--- src/rtl/ser2para_rx.sv ---
// Serial display link receiver: oversamples {SEGCLK,SEGCLR,SEGDT,SEGEN} and
// rebuilds each MSB-first WIDTH-bit frame into a parallel word with a valid strobe.
module ser2para_rx #(
    parameter int WIDTH       = 24,
    parameter int TIMEOUT     = 64,
    parameter int SYNC_STAGES = 2
) (
    input  logic             clk,
    input  logic             rst_n,
    input  logic [3:0]       sin,
    output logic [WIDTH-1:0] data,
    output logic             valid,
    output logic             frame_err,
    output logic             busy
);
    localparam int CW = $clog2(WIDTH + 1);
    localparam int GW = $clog2(TIMEOUT + 1);
    localparam logic [CW-1:0] LAST_BIT  = CW'(WIDTH - 1);
    localparam logic [GW-1:0] GAP_LIMIT = GW'(TIMEOUT - 1);

    typedef enum logic {
        IDLE,
        RECV
    } state_t;

    state_t                       state_q, state_d;
    logic [SYNC_STAGES-1:0][3:0]  sync_q, sync_d;
    logic                         sclk_prev_q, sclk_prev_d;
    logic [CW-1:0]                bitcnt_q, bitcnt_d;
    logic [GW-1:0]                gap_q, gap_d;
    logic [WIDTH-1:0]             sreg_q, sreg_d;
    logic [WIDTH-1:0]             data_q, data_d;
    logic                         valid_q, valid_d;
    logic                         frame_err_q, frame_err_d;

    logic [3:0]       sync_out;
    logic             sclk_sync, clr_sync, dt_sync, en_sync;
    logic             sclk_rise, qual_bit;
    logic [WIDTH-1:0] shifted;

    // All four lines share one synchronizer so SEGDT lines up with the SEGCLK edge.
    assign sync_out    = sync_q[SYNC_STAGES-1];
    assign sclk_sync   = sync_out[3];
    assign clr_sync    = sync_out[2];
    assign dt_sync     = sync_out[1];
    assign en_sync     = sync_out[0];
    assign sclk_rise   = sclk_sync & ~sclk_prev_q;
    assign qual_bit    = sclk_rise & en_sync & clr_sync;
    assign shifted     = {sreg_q[WIDTH-2:0], dt_sync};
    assign sync_d      = {sync_q[SYNC_STAGES-2:0], sin};
    assign sclk_prev_d = sclk_sync;

    always_comb begin
        state_d     = state_q;
        bitcnt_d    = bitcnt_q;
        gap_d       = gap_q;
        sreg_d      = sreg_q;
        data_d      = data_q;
        valid_d     = 1'b0;
        frame_err_d = 1'b0;
        if (!clr_sync) begin
            state_d  = IDLE;
            bitcnt_d = '0;
            gap_d    = '0;
            sreg_d   = '0;
        end else begin
            case (state_q)
                IDLE: begin
                    if (qual_bit) begin
                        sreg_d   = shifted;
                        bitcnt_d = CW'(1);
                        gap_d    = '0;
                        state_d  = RECV;
                    end
                end
                RECV: begin
                    if (qual_bit) begin
                        gap_d = '0;
                        if (bitcnt_q == LAST_BIT) begin
                            data_d   = shifted;
                            valid_d  = 1'b1;
                            bitcnt_d = '0;
                            sreg_d   = '0;
                            state_d  = IDLE;
                        end else begin
                            sreg_d   = shifted;
                            bitcnt_d = bitcnt_q + 1'b1;
                        end
                    end else if (gap_q >= GAP_LIMIT) begin
                        // Link went quiet mid-frame: drop the partial word, keep data.
                        frame_err_d = 1'b1;
                        bitcnt_d    = '0;
                        gap_d       = '0;
                        sreg_d      = '0;
                        state_d     = IDLE;
                    end else begin
                        gap_d = gap_q + 1'b1;
                    end
                end
                default: state_d = IDLE;
            endcase
        end
    end

    always_ff @(posedge clk or negedge rst_n) begin
        if (!rst_n) begin
            state_q     <= IDLE;
            sync_q      <= '0;
            sclk_prev_q <= 1'b0;
            bitcnt_q    <= '0;
            gap_q       <= '0;
            sreg_q      <= '0;
            data_q      <= '0;
            valid_q     <= 1'b0;
            frame_err_q <= 1'b0;
        end else begin
            state_q     <= state_d;
            sync_q      <= sync_d;
            sclk_prev_q <= sclk_prev_d;
            bitcnt_q    <= bitcnt_d;
            gap_q       <= gap_d;
            sreg_q      <= sreg_d;
            data_q      <= data_d;
            valid_q     <= valid_d;
            frame_err_q <= frame_err_d;
        end
    end

    assign data      = data_q;
    assign valid     = valid_q;
    assign frame_err = frame_err_q;
    assign busy      = (state_q == RECV);

endmodule

--- config.mk ---
export PLATFORM = sky130hd
export DESIGN_NAME = ser2para_rx
export DESIGN_NICKNAME = d
export VERILOG_FILES = /design/src/rtl/ser2para_rx.sv
export SDC_FILE = /design/constraint.sdc
export NUM_CORES = 1
export LEC_CHECK = 0
export CORE_ASPECT_RATIO = 0.75
export CORE_MARGIN = 2
export CORE_UTILIZATION = 50
export DETAILED_ROUTE_END_ITERATION = 7
export MAX_ROUTING_LAYER = met4
export PLACE_DENSITY = 0.82
export SLEW_MARGIN = 5
export SYNTH_ARGS = -nofsm -noshare
export SYNTH_HDL_FRONTEND = slang
export SYNTH_SLANG_ARGS = --single-unit
--- constraint.sdc ---
create_clock -name clk -period 1.99 [get_ports clk]
set_clock_uncertainty 0.05 [all_clocks]
set_input_delay 0.398 -clock clk [delete_from_list [all_inputs] [get_ports clk]]
set_output_delay 0.398 -clock clk [all_outputs]
set_load 0.01 [all_outputs]
# Yosys cells after proc, flatten, opt, wreduce, memory -nomap -nowiden
# Index checks and enable logic that the tools add are counted.
# word_totals
ff_bits	71
input_bits	6
output_inout_bits	27
# classes
n_addsub	2
n_lt_le_gt_ge	1
eq_ne	3
mux	31
n_bitwise	5
n_reduce_logical	2
# op_table
operator	n
two-way mux 23 bit	5
one-hot mux 23 bit (2 select lines)	1
two-way mux 7 bit	4
two-way mux 5 bit	5
one-hot mux 7 bit (2 select lines)	1
two-way mux 1 bit	13
one-hot mux 5 bit (2 select lines)	1
adder 7 x 1 -> 7 bit (second input constant)	1
greater-or-equal comparator 7 x 6 -> 1 bit (second input constant)	1
adder 5 x 1 -> 5 bit (second input constant)	1
equality test 5 bit (second input constant)	1
inequality test 4 x 2 -> 1 bit (second input constant)	1
AND reduction 4 bit	1
bitwise AND 1 bit	3
inequality test 3 bit (second input constant)	1
inverter 1 bit	2
one-hot mux 1 bit (2 select lines)	1
AND reduction 2 bit	1

# Depth between registers and ports, before layout
# depth
ltp_word	7
ltp_mapped	7
depth_no_buf	5

# Least setup slack after synthesis
# No wires, ideal clock.
# synth_path
kind	reg2reg
start	register bitcnt_q[0]
end	register sreg_q[12]
t_arrival_ns	1.540
slack_ns	0.279
stages_incl_launch_ff	8
n_path_buf	2
path_cell_list	dfrtp_1 -> ha_1 -> and4b_1 -> nand2_1 -> and3_1 -> buf_2 -> buf_4 -> a22o_1
# synth_between
elab_chain_cells	5
# synth_lines
item	line_no	rtl
start, declared	29	logic [CW-1:0] bitcnt_q, bitcnt_d;
start signal, assigned	120	bitcnt_q <= bitcnt_d;
equality test 5 bit	79	if (bitcnt_q == LAST_BIT) begin
two-way mux 23 bit	79	
two-way mux 23 bit	77	if (qual_bit) begin
one-hot mux 23 bit (2 select lines)	67	case (state_q)
two-way mux 23 bit	61	if (!clr_sync) begin
end signal, assigned	122	sreg_q <= sreg_d;
end, declared	31	logic [WIDTH-1:0] sreg_q, sreg_d;
# Every way passes these cells.
# A chain may end at the register's enable or synchronous reset.

# Worst setup path in the final report
# layout_path
start	register state_q (netlist: busy)
end	output busy
# layout_lines
item	line_no	rtl
start, declared	26	state_t state_q, state_d;
start signal, assigned	117	state_q <= state_d;
end, declared	14	output logic busy
# No word-level cell between the ends.

==> results.toml <==
[sta]
maxSlewHeadroom = 0.695
tightest_slew_ns = 0.457
slew_viol_final = 0
min_period_over_period = 0.938
fmax_ghz = 0.536
finalWorstSetupSlack_ns = 0.123
rsz0062_at_grt = "no"
setup_viol = 0
tns_ns = 0
period_minus_slack_ns = 1.87
hold_viol = 0

[floorplan]
num_rows = 23
initial_core_util = 0.525
io_pins = 33
coreArea_mm2 = 0.00544
die_area_mm2 = 0.00634
die_w_um = 91.3
die_y_um = 69.5

[yosys]
yosysTopAreaCell = "dfrtp_1"
netlist_top_cells_area = "dfrtp_1 (62%), mux2_4 (10%), a22o_1 (8.0%), buf_6 (2.4%), mux2_1 (2.0%)"
ys.flop_type = "dfrtp_1"
syn-cell-area_mm2 = 0.00286
synth_common_cells = "dfrtp_1 (71), a22o_1 (26), mux2_4 (19), nand2_1 (7), buf_6 (6)"
yosysMostFrequentCell = "dfrtp_1"
async_flop_share = 1.00
synth.distinct_cells = 45
synth_edf_count = 0
yosys_warnings = 0
ys_seq_area_frac = 0.622
synth_nets = 204
syn_area_per_cell_um2 = 14.6
synth_top_area_share = 0.622
syn_inst = 196
ys_ff_latch = 71

[global_route]
grt_use_total = 0.179
grt_max_degree = 72
grt_pass1_vias = 1719
grt_first_pass_wirelength_um = 8430
grt_antenna_before_repair = 0
grt_overflow = 0

[setup_path]
critPathBufInv = 1
endpoint_kind = "output port"
crit_chain = "clkdlybuf4s50_1"
cp.required_ns = 1.54
r2r-end = "data[2]"
path_delay_family = "buffers and inverters"
cp.arrival_ns = 1.42
timing.rr.start = "bitcnt_q[0]"
crit_start = "busy"
critPathKind = "reg2out"
r2r_setup_slack_ns = 0.16
critical_path.max_stage_delay_ns = 0.59
reg2reg_depth = 4
crit_path_max_fanout = 9
critical_path.slowest_cell = "clkdlybuf4s50_1"
start_kind = "register"

[finish]
fin_nets = 243
fill_cells = 385
final_util = 0.636
multi_input_area_um2 = 960
diodes = 0
layout-drive-gt1-share = 0.196
fin_cells = 315
syn_to_final_growth_pct = 21.0
register_area_mm2 = 0.00178

[power]
ir_drop_v = 0.000688
p_leak_nw = 1.70
power_density_mw_per_mm2 = 821

[clock_tree]
cts-buffers-inserted = 9
cts_sinks = 71
clock_path_buffers = 2
cts_tree = "done"
clk_pin_slew_worst_paths_ns = 0.07
cts_repair_resize_count = 0
cts_hold_buf = 0
cts_setup_buffers = 0
h-tree-depth = 3
cts-root-buf = "clkbuf_8"
clk_latency_ns = 0.34

[drt]
wirelength_um = 4830
via_count = 1712
drc = 0
wl_per_cell_um = 15.3
via_per_inst = 5.43
drtAntennaViolNets = 0
drtPass1Iterations = 5
first_iter_violations = 161

[min_path]
holdCritPathClass = "in2async"

[place]
dp_slack_ns = 0.163
detailed_place_hpwl_um = 3180
numPortBuffers = 32
dp_cells = 299
gp_congestion = 0.859

[job]
drv_cap = 0

[run_status]
outcome = "finished clean"
[power by group]
| group | internal, mW | leakage (nW) | switching [mW] |
|---|---|---|---|
| Sequential | 1.46 | 0.970 | 0.0115 |
| Combinational | 0.0335 | 0.616 | 0.0592 |
| Clock | 0.773 | 0.114 | 0.504 |
[metrics by stage]
step,hold slack [ns],area [um2],power [mW]
4_1_cts,0.0216,3460,2.86
2_1_floorplan,0.0524,2860,1.54
3_5_place_dp,0.290,3230,1.59
5_1_grt,0.0248,3460,2.95
6_report,0.0120,3460,2.84
3_3_place_gp,0.282,3230,1.59
[logic make-up (layout without fill, tap and decap cells)]
group,after synthesis,count (layout),synth area share
muxes,26,26,0.127
DFF,71,71,0.622
buffers and inverters,17,61,0.0420
AOI/OAI and AO/OA,46,46,0.131
and+or+nand+nor,32,32,0.0626
adders and majority gates,2,2,0.00876
xor gates and xnor gates,2,2,0.00613
[state kept, by name, summed over array words and instances, names as in the netlist, 4 cells and up]
signal,flops
gap_q,7
bitcnt_q,5
sreg_q,23
sync_out,4
data,24
sync_d,4
[area by class of cell]
cell class              instances  area share
flip-flops and latches         71       0.514
multi-input cells             108       0.278
repair buffers                 39       0.110
clock buffers                  13      0.0460
well taps                      75      0.0271
clock inverters                 3      0.0188
inverters                       6     0.00651
[cell usage in the layout, fill, tap and decap left out, types with 3 or more instances in the layout]
| cell | count |
|---|---|
| a21oi_1 | 4 |
| nand3_1 | 3 |
| nor2_1 | 5 |
| inv_1 | 4 |
| buf_4 | 6 |
| and3_1 | 3 |
| mux2_4 | 19 |
| a22o_1 | 26 |
| dfrtp_1 | 71 |
| clkdlybuf4s50_1 | 31 |
| mux2_1 | 5 |
| clkbuf_8 | 11 |
| nor3_1 | 3 |
| nand2_1 | 7 |
[layer usage]
metal  up-vias  GRT usage  share of wire
met5         -          -              0
met4         0     0.0572          0.012
met3         7     0.0728          0.051
met2        45      0.249           0.44
met1       858      0.240           0.50
li1        802          -              -
[worst max path at each step]
stage | endpoint | slack, ns | cells after the start
after detailed placement | data[2] | 0.16 | 4
after floorplan | sreg_q[12] | 0.28 | 7
final | busy | 0.12 | 1
after global routing | sreg_q[15] | 0.03 | 6
after CTS | busy | 0.10 | 1
after global placement | data[4] | 0.22 | 4
No activity file was read; power rests on OpenSTA's default activity.
